[src/rtl/block_c_src.sv]
// -----------------------------------------------------------------------------
// block_c_src
//
// Command source for blockC's two inbound channels. Upstream commands arrive
// on a ready/valid port, wait in a small FIFO, and are dispatched strictly in
// order. Each command goes either to the eh2c ready/valid channel (source side)
// or to the b2C request/acknowledge channel (initiator side).
//
// Parameters
//   DATA_W      payload width
//   FIFO_DEPTH  command FIFO entries (power of 2, >= 2)
//   ACK_TO      cycles b2c_req may stay high without b2c_ack (1..65535)
//
// Ports
//   clk, rst     rising-edge clock; asynchronous active-high reset
//   cmd_valid    in   upstream command valid
//   cmd_ready    out  command FIFO has room (registered)
//   cmd_data     in   command payload
//   cmd_dst      in   0 = eh2c, 1 = b2C
//   eh2c_valid   out  eh2c source valid
//   eh2c_ready   in   eh2c sink ready
//   eh2c_data    out  eh2c payload, stable while eh2c_valid is high
//   b2c_req      out  b2C request (return-to-zero)
//   b2c_ack      in   b2C acknowledge
//   b2c_data     out  b2C payload, stable while b2c_req is high
//   busy         out  FIFO non-empty or a transfer still in progress
//   timeout_err  out  sticky flag, set when a b2C request gets no ack in time
//   sent_cnt     out  completed transfers on both channels, wraps at 16 bits
// -----------------------------------------------------------------------------
module block_c_src #(
  parameter int DATA_W     = 8,
  parameter int FIFO_DEPTH = 4,
  parameter int ACK_TO     = 255
) (
  input  logic              clk,
  input  logic              rst,
  input  logic              cmd_valid,
  output logic              cmd_ready,
  input  logic [DATA_W-1:0] cmd_data,
  input  logic              cmd_dst,
  output logic              eh2c_valid,
  input  logic              eh2c_ready,
  output logic [DATA_W-1:0] eh2c_data,
  output logic              b2c_req,
  input  logic              b2c_ack,
  output logic [DATA_W-1:0] b2c_data,
  output logic              busy,
  output logic              timeout_err,
  output logic [15:0]       sent_cnt
);

  localparam int PTR_W = $clog2(FIFO_DEPTH);

  // Pointer pattern that means "full": same index, opposite wrap bit.
  localparam logic [PTR_W:0] FULL_PAT = {1'b1, {PTR_W{1'b0}}};
  localparam logic [PTR_W:0] PTR_ONE  = {{PTR_W{1'b0}}, 1'b1};

  // The wait counter holds the number of request cycles already spent, so
  // the last permitted request cycle is the one where it equals ACK_TO-1.
  localparam logic [15:0] ACK_LAST = 16'(ACK_TO - 1);

  typedef enum logic [1:0] {
    IDLE    = 2'd0,
    RV_SEND = 2'd1,
    RA_REQ  = 2'd2,
    RA_GAP  = 2'd3
  } state_t;

  // ---------------------------------------------------------------------------
  // Registers
  // ---------------------------------------------------------------------------
  logic [DATA_W:0]   mem_q [FIFO_DEPTH];
  logic [PTR_W:0]    wr_ptr_q, wr_ptr_d;
  logic [PTR_W:0]    rd_ptr_q, rd_ptr_d;
  logic              cmd_ready_q, cmd_ready_d;
  state_t            state_q, state_d;
  logic [15:0]       wait_q, wait_d;
  logic [DATA_W-1:0] eh2c_data_q, eh2c_data_d;
  logic [DATA_W-1:0] b2c_data_q, b2c_data_d;
  logic              timeout_err_q, timeout_err_d;
  logic [15:0]       sent_cnt_q, sent_cnt_d;

  // ---------------------------------------------------------------------------
  // Combinational helpers
  // ---------------------------------------------------------------------------
  logic              empty;
  logic              push;
  logic              pop;
  logic              full_d;
  logic [DATA_W:0]   head;

  assign empty = (wr_ptr_q == rd_ptr_q);
  assign push  = cmd_valid & cmd_ready_q;
  assign head  = mem_q[rd_ptr_q[PTR_W-1:0]];

  // ---------------------------------------------------------------------------
  // FIFO storage. Entries need no reset: the pointers define which are live.
  // Each entry is {dst, data}.
  // ---------------------------------------------------------------------------
  always_ff @(posedge clk) begin
    if (push) begin
      mem_q[wr_ptr_q[PTR_W-1:0]] <= {cmd_dst, cmd_data};
    end
  end

  // ---------------------------------------------------------------------------
  // FIFO pointers and the registered ready. Ready is derived from the pointers
  // as they will be after this edge, so it always equals !full of the current
  // state; a push therefore can never land on a full FIFO even when a pop
  // happens in the same cycle.
  // ---------------------------------------------------------------------------
  always_comb begin
    wr_ptr_d = wr_ptr_q;
    rd_ptr_d = rd_ptr_q;
    if (push) begin
      wr_ptr_d = wr_ptr_q + PTR_ONE;
    end
    if (pop) begin
      rd_ptr_d = rd_ptr_q + PTR_ONE;
    end
    full_d      = ((wr_ptr_d ^ rd_ptr_d) == FULL_PAT);
    cmd_ready_d = ~full_d;
  end

  // ---------------------------------------------------------------------------
  // Dispatch FSM, next-state and register updates.
  // IDLE pops the head command and latches its payload into the register of
  // the chosen channel; the other channel's payload register is left alone.
  // RV_SEND holds valid until ready. RA_REQ holds req until ack or timeout;
  // an ack on the final permitted cycle still counts as a completed transfer.
  // RA_GAP forces req low and waits for ack to return to zero so that a held
  // ack cannot be mistaken for the acknowledge of the next request.
  // ---------------------------------------------------------------------------
  always_comb begin
    state_d       = state_q;
    wait_d        = wait_q;
    eh2c_data_d   = eh2c_data_q;
    b2c_data_d    = b2c_data_q;
    timeout_err_d = timeout_err_q;
    sent_cnt_d    = sent_cnt_q;
    pop           = 1'b0;

    unique case (state_q)
      IDLE: begin
        if (!empty) begin
          pop    = 1'b1;
          wait_d = '0;
          if (head[DATA_W]) begin
            b2c_data_d = head[DATA_W-1:0];
            state_d    = RA_REQ;
          end else begin
            eh2c_data_d = head[DATA_W-1:0];
            state_d     = RV_SEND;
          end
        end
      end

      RV_SEND: begin
        if (eh2c_ready) begin
          sent_cnt_d = sent_cnt_q + 16'd1;
          state_d    = IDLE;
        end
      end

      RA_REQ: begin
        if (b2c_ack) begin
          sent_cnt_d = sent_cnt_q + 16'd1;
          state_d    = RA_GAP;
        end else if (wait_q == ACK_LAST) begin
          timeout_err_d = 1'b1;
          state_d       = RA_GAP;
        end else begin
          wait_d = wait_q + 16'd1;
        end
      end

      RA_GAP: begin
        if (!b2c_ack) begin
          state_d = IDLE;
        end
      end

      default: begin
        state_d = IDLE;
      end
    endcase
  end

  // ---------------------------------------------------------------------------
  // State registers. Reset empties the FIFO, returns the FSM to IDLE and drops
  // valid/req immediately because both are decoded straight from the state.
  // ---------------------------------------------------------------------------
  always_ff @(posedge clk or posedge rst) begin
    if (rst) begin
      wr_ptr_q      <= '0;
      rd_ptr_q      <= '0;
      cmd_ready_q   <= 1'b1;
      state_q       <= IDLE;
      wait_q        <= '0;
      eh2c_data_q   <= '0;
      b2c_data_q    <= '0;
      timeout_err_q <= 1'b0;
      sent_cnt_q    <= '0;
    end else begin
      wr_ptr_q      <= wr_ptr_d;
      rd_ptr_q      <= rd_ptr_d;
      cmd_ready_q   <= cmd_ready_d;
      state_q       <= state_d;
      wait_q        <= wait_d;
      eh2c_data_q   <= eh2c_data_d;
      b2c_data_q    <= b2c_data_d;
      timeout_err_q <= timeout_err_d;
      sent_cnt_q    <= sent_cnt_d;
    end
  end

  // ---------------------------------------------------------------------------
  // Outputs, all taken from registers so nothing combinational reaches a port
  // from an input.
  // ---------------------------------------------------------------------------
  assign cmd_ready   = cmd_ready_q;
  assign eh2c_valid  = (state_q == RV_SEND);
  assign eh2c_data   = eh2c_data_q;
  assign b2c_req     = (state_q == RA_REQ);
  assign b2c_data    = b2c_data_q;
  assign busy        = ~empty | (state_q != IDLE);
  assign timeout_err = timeout_err_q;
  assign sent_cnt    = sent_cnt_q;

endmodule

[config.mk]
export PLATFORM = sky130hd
export DESIGN_NAME = block_c_src
export DESIGN_NICKNAME = d
export VERILOG_FILES = /design/src/rtl/block_c_src.sv
export SDC_FILE = /design/constraint.sdc
export NUM_CORES = 1
export LEC_CHECK = 0
export CAP_MARGIN = 5
export CORE_MARGIN = 4
export CORE_UTILIZATION = 60
export CTS_CLUSTER_DIAMETER = 60
export DETAILED_ROUTE_END_ITERATION = 16
export GPL_TIMING_DRIVEN = 0
export PLACE_DENSITY = 0.85
export SLEW_MARGIN = 20
export SYNTH_ARGS = -nofsm -noshare
export SYNTH_HDL_FRONTEND = slang
export SYNTH_SLANG_ARGS = --single-unit
[constraint.sdc]
create_clock -name clk -period 3.4 [get_ports clk]
set_input_delay 0.51 -clock clk [delete_from_list [all_inputs] [get_ports clk]]
set_output_delay 0.51 -clock clk [all_outputs]
set_load 0.05 [all_outputs]
==> out/qor.yml, run 1 <==
clocking:
  cts.clk_slew.worst_paths_ns: 0.10
  cts_sinks: 94
  numCtsBuffers: 9
  cts_resized: 0
  hold_buffers: 0
  clk_latency_ns: 0.36
  cts_setup_buffers: 0
  clockBufferDepth: 2
  cts_tree: "built"
  htreeDepth: 3
  clock-root-buffer: "clkbuf_8"
logic_synthesis:
  synth-edff-count: 36
  ys_warn_count: 0
  synth_top_area_frac: 0.338
  netlist_instances: 319
  yosysUniqueCellTypes: 49
  netlist_area_sq_um: 4220
  synth.area.top_cells: "dfrtp_1 34%, edfxtp_1 26%, mux4_2 5.3%"
  synthFlopType: "dfrtp_1"
  syn_area_per_cell_sq_um: 13.2
  ys_seq_elements: 94
  seq_area_frac_synth: 0.601
  async_flop_share: 0.617
  synth_largest_area_cell: "dfrtp_1"
  syn-num-nets: 341
placement:
  place_area_sq_um: 4840
  gp_congestion: 0.830
  dp_hpwl_um: 5850
  port_buffers: 50
timing:
  slew-limit-headroom: 0.501
  tightest_slew_ns: 0.748
  finalCritPeriodShare: 0.823
  period_needed_ns: 2.80
  rsz0062_at_grt: "no"
  fin_skew_ns: 0.00796
  tns_ns: 0
  fmax_ghz: 0.358
  hold_violations: 0
  drv_slew: 0
  setup_viol: 0
worst_hold_path:
  hold_class: "flip-flop to flip-flop"
setup_path:
  crit_fanout: 6
  crit_path_cell_trace: "xor2_1 > nor2_1 > nand3_1 > clkdlybuf4s50_1"
  crit_path_max_incr_delay_ns: 0.81
  critPathSlowestCell: "clkdlybuf4s50_1"
  path_buf_inv: 1
  end_kind: "output pin"
  cp-start-kind: "flip-flop"
  worstSetupPathType: "flip-flop to output pin"
  cp.required_ns: 2.89
  cp_top_family: "buffers and inverters"
  worst-endpoint-arrival_ns: 2.29
die:
  die_x_um: 91.9
  initial_core_util: 0.621
  coreArea_sq_um: 6790
  dieHeight_um: 91.9
  die_area_sq_um: 8440
  io_pins: 51
  fp-row-count: 30
layout:
  area_growth_syn_to_layout_pct: 19.7
  mostFrequentLayoutCells: "57 x dfrtp_1, 50 x clkdlybuf4s50_1, 36 x edfxtp_1"
  layout-drive-gt1-share: 0.145
  final_nets: 402
  finalInstanceArea_sq_um: 5050
  diodes: 0
  final_common_cell: "dfrtp_1"
routing:
  via_per_inst: 5.74
  vias: 2762
  drc: 0
  first_pass_iters: 4
  drt_iter0_markers: 132
  wirelength_um: 8240
  final_antenna_net_count: 0
  wl_per_cell_um: 17.1
global_routing:
  grt_max_degree: 59
  grt_overflow: 0
  grt_pass1_vias: 2838
  antenna_found_initial: 0
  grt.total_usage: 0.213
  grt_pass1_wl_um: 14000
power:
  comb_power_share: 0.455
  irDropWorstVdd_uv: 455
  swShare: 0.416
  total_power_mw: 4.50
  power.density_nw_per_um2: 891
  p_switching_mw: 1.87
  p_int_mw: 2.63
  seq_power_share: 0.376
  power.leakage_nw: 1.96
  clkPwrFrac: 0.169
run_status:
  status: "finished, final reports clean"
run:
  maxCapViolCount: 0
==> state kept, by name (all words and copies together), names as in the netlist <==
| signal | flops |
|---|---|
| timeout_err | 1 |
| cmd_ready | 1 |
| rd_ptr_q | 3 |
| mem_q | 36 |
| state_q | 2 |
| wr_ptr_q | 3 |
| wait_q | 16 |
| eh2c_data | 8 |
| b2c_data | 8 |
| sent_cnt | 16 |
==> path summary, 6_finish.rpt <==
check,slack [ns],depth (start not counted),start,end
worst max-delay path,0.60,4,wr_ptr_q[0],busy
worst max register to register,1.10,8,wait_q[0],wait_q[5]
worst min-delay path,0.49,2,timeout_err,timeout_err
max in group asynchronous,2.31,2,rst,eh2c_data[5]
worst min register to register,0.49,2,timeout_err,timeout_err
min in group asynchronous,0.62,2,rst,eh2c_data[7]
==> metrics by stage <==
| step | std cells | utilization | hold slack [ns] | setup WS (ns) |
|---|---|---|---|---|
| floorplan | 319 | - | 0.512 | 1.46 |
| global placement | 465 | 0.712 | 0.455 | 0.444 |
| detailed placement | 465 | 0.713 | 0.453 | 0.787 |
| CTS | 481 | 0.743 | 0.481 | 0.590 |
| global route | 481 | 0.743 | 0.515 | 0.510 |
| finish | 481 | 0.743 | 0.486 | 0.603 |
==> Yosys cell counts (2+ instances only) <==
cell,count
nand3_1,11
a21oi_1,12
nand4bb_1,2
or4_1,3
mux2_2,18
o21ai_0,16
nor3_1,7
nor2_1,15
nand2_1,20
mux2i_1,2
and3b_2,2
or3_1,8
xnor2_1,14
nand2b_1,4
dfrtp_1,57
and4_1,3
nor4_1,3
xor2_1,15
mux4_2,10
buf_2,2
nand3b_1,2
ha_1,8
edfxtp_1,36
o31ai_1,3
clkbuf_1,4
nand4_1,6
and3_1,4
inv_1,11
==> final cells by class <==
class,instances,area (sq um)
Buffer,8,40.0
Clock buffer,9,124
Clock inverter,7,83.8
Fill cell,455,1740
Inverter,11,43.8
Multi-Input combinational cell,206,1600
Sequential cell,94,2530
Tap cell,96,120
Timing Repair Buffer,50,500
==> metal layers <==
metal  track usage  routed length (um)  up-vias
met1         0.269                3520     1391
met4        0.0644                  87        0
li1              -                   -     1301
met3        0.0509                 339        8
met2         0.365                4300       62
met5             0                   0        -
==> worst min-delay path, stage by stage, from the launching register on <==
cell,delay (ns)
dfrtp_1,0.36
inv_1,0.05
o41ai_1,0.05
==> power by group through the flow <==
stage	clock network, mW	registers (mW)	logic, mW
5_1_grt	0.826	1.73	2.20
6_report	0.761	1.69	2.05
2_1_floorplan	0	2.13	1.01
4_1_cts	0.769	1.69	2.06
3_3_place_gp	0	1.69	2.00
3_5_place_dp	0	1.71	2.05
==> logic make-up (layout without fill, tap and decap cells) <==
group,count (synthesis),in the layout,share of synthesized area
flops,94,94,0.601
simple gates,101,101,0.136
buf+inv,19,85,0.0193
fa+ha+maj,8,8,0.0237
mux,30,30,0.106
compound gates,38,38,0.0537
xor+xnor,29,29,0.0602
No activity file was read; power rests on OpenSTA's default activity.
==> run 2: changes to the inputs <==
--- a/config.mk
+++ b/config.mk
@@ -7,11 +7,11 @@
 export LEC_CHECK = 0
 export CAP_MARGIN = 5
 export CORE_MARGIN = 4
-export CORE_UTILIZATION = 60
+export CORE_UTILIZATION = 50
 export CTS_CLUSTER_DIAMETER = 60
 export DETAILED_ROUTE_END_ITERATION = 16
 export GPL_TIMING_DRIVEN = 0
-export PLACE_DENSITY = 0.85
+export PLACE_DENSITY = 0.76
 export SLEW_MARGIN = 20
 export SYNTH_ARGS = -nofsm -noshare
 export SYNTH_HDL_FRONTEND = slang
==> constraint.sdc (replaced) <==
create_clock -name clk -period 2.5 [get_ports clk]
set_input_delay 0.375 -clock clk [delete_from_list [all_inputs] [get_ports clk]]
set_output_delay 0.375 -clock clk [all_outputs]
set_load 0.05 [all_outputs]
==> run 2 against run 1 <==
Die area increased by 18%; clock power increased by 33%; combinational power increased by 35%; worst hold slack got worse by 0.18 ns; via count increased by 0.29%; first-iteration DRC count decreased by 16%; clock skew about the same; utilization decreased by 13 points.
==> out/qor.yml, run 2 (same netlist as run 1, synthesis figures left out) <==
clocking:
  numCtsBuffers: 9  # unchanged
  clockBufferDepth: 2  # unchanged
  htreeDepth: 3  # unchanged
  cts_tree: "built"
  cts.clk_slew.worst_paths_ns: 0.10  # about the same
  cts_sinks: 94  # unchanged
  clk_latency_ns: 0.36  # about the same
  cts_setup_buffers: 0  # unchanged
  clock-root-buffer: "clkbuf_8"
timing:
  drv_slew: 0  # unchanged
  finalCritPeriodShare: 0.937
  hold_violations: 0  # unchanged
  fmax_ghz: 0.427
  tightest_slew_ns: 0.794  # +0.0456 ns
  period_needed_ns: 2.34
  slew-limit-headroom: 0.467  # -0.0336
  tns_ns: 0  # unchanged
  fin_skew_ns: 0.00746  # -0.000498 ns
  rsz0062_at_grt: "no"
  setup_viol: 0  # unchanged
placement:
  port_buffers: 50  # unchanged
  gp_congestion: 0.758  # -8.7%
  dp.cells: 475  # +2.2%
  dp_hpwl_um: 5860  # +0.11%
power:
  irDropWorstVdd_uv: 689  # +51%
  power.leakage_nw: 1.98  # +0.96%
  power.density_nw_per_um2: 1200  # +34%
die:
  initial_core_util: 0.513  # -0.108
  io_pins: 51  # unchanged
  die_x_um: 99.9  # +8.7%
  die_area_sq_um: 9970  # +18%
  dieHeight_um: 99.9  # +8.7%
  fp-row-count: 33  # +10%
  coreArea_sq_um: 8220  # +21%
layout:
  area_growth_syn_to_layout_pct: 20.3
  largest_reg_flops: 36  # unchanged
  diodes: 0  # unchanged
  final_cell_count_no_fill: 491  # +2.1%
  final_common_cell: "dfrtp_1"
  mostFrequentLayoutCells: "57 x dfrtp_1, 48 x clkdlybuf4s50_1, 36 x edfxtp_1"
  seq_area_sq_um: 2530  # unchanged
  layout-drive-gt1-share: 0.150  # +0.00480
  multi_input_area_sq_um: 1600  # unchanged
  fillers: 627  # +38%
  final_nets: 403  # +0.25%
setup_path:
  worstSetupPathType: "flip-flop to output pin"
  crit_path_max_incr_delay_ns: 0.53  # -0.28 ns
  cp.required_ns: 2.12  # -0.77 ns
  critPathSlowestCell: "dlygate4sd2_1"
  cp-start-kind: "flip-flop"
  timing.rr.end: "wait_q[0]"
  end_kind: "output pin"
  crit_fanout: 6  # unchanged
  r2r_cells: 8  # unchanged
  cp_top_family: "buffers and inverters"
  r2r-start: "wait_q[0]"
  worst-endpoint-arrival_ns: 1.97  # -0.32 ns
  crit_path_cell_trace: "xor2_1 > nor2_1 > nand3_1 > dlygate4sd2_1"
  path_buf_inv: 1  # unchanged
  r2r_setup_slack_ns: 0.22  # -0.88 ns
run_status:
  status: "finished, final reports clean"
routing:
  via_per_inst: 5.64  # -1.8%
  wl_per_cell_um: 16.7  # -2.8%
  drt_iter0_markers: 111  # -16%
  vias: 2770  # +0.29%
  final_antenna_net_count: 0  # unchanged
  wirelength_um: 8180  # -0.75%
  drc: 0  # unchanged
  first_pass_iters: 5  # +1
worst_hold_path:
  hold_class: "primary input to asynchronous set/reset pin"
global_routing:
  grt.total_usage: 0.173  # -0.0393
  grt_pass1_vias: 2741  # -3.4%
  grt_pass1_wl_um: 13700  # -2.0%
  antenna_found_initial: 0  # unchanged
  grt_max_degree: 39  # -34%
  grt_overflow: 0  # unchanged
run:
  maxCapViolCount: 0  # unchanged
-- run 2: changes by cell type in the layout (fill, tap and decap cells not counted) --
cell / before / now
buf_12: 0 / 1
clkinv_1: 1 / 0
bufinv_16: 1 / 0
dlymetal6s2s_1: 0 / 1
inv_8: 0 / 4
inv_6: 2 / 0
clkdlybuf4s50_1: 50 / 48
dlygate4sd2_1: 0 / 1
-- run 2: cell type report --
class                      instances  share of cell area
sequential                        94               0.499
multi-input combinational        206               0.316
timing repair buffer              51               0.103
tap                              105              0.0259
clock buffer                       9              0.0244
clock inverter                     7              0.0153
inverter                          11             0.00863
buffer                             8             0.00789
-- run 2: through the flow --
stage	hold WS, ns	worst slack (ns)	utilization	power (mW)	instance area (sq um)
detailed placement	0.464	0.0785	0.593	5.13	4870
finish	0.305	0.158	0.618	6.07	5080
global placement	0.451	-0.425	0.590	5.02	4850
global route	0.311	0.0146	0.618	6.43	5080
CTS	0.298	0.0617	0.617	6.14	5070
floorplan	0.474	0.558	-	4.28	4220
-- run 2: worst max path at each step --
stage                              to   startpoint  depth (start not counted)
after floorplan            wait_q[12]   state_q[0]                          5
after global placement    wr_ptr_q[0]          rst                          2
after detailed placement   wait_q[14]      b2c_ack                          5
after CTS                     b2c_req   state_q[1]                          3
after global routing             busy  wr_ptr_q[0]                          4
final                            busy  wr_ptr_q[0]                          4
-- run 2: what timing repair did --
item                                    4_1_cts  5_1_grt
hold buffers                                  0        0
gates cloned                                  0        0
gates resized for setup                       1        1
endpoints found under the setup margin        1        1
-- run 2: worst reg2reg max path: stages (launching register included) --
cell and delay, ns:
dfrtp_1 0.39, clkbuf_1 0.19, inv_1 0.09, ha_1 0.17
nor4b_1 0.33, and4_1 0.34, clkbuf_1 0.36, nor2_1 0.15
mux2i_1 0.14
-- run 2: routing by layer --
metal  share of wire  track usage
met3           0.039       0.0292
met2            0.50        0.280
met1            0.46        0.243
met5               0            0
met4          0.0076       0.0525
-- run 2: power by group --
group	switching, mW	internal [mW]	leakage, nW
registers	0.291	2.00	1.05
logic	1.67	1.10	0.826
clock network	0.613	0.400	0.100
total	2.57	3.50	1.98
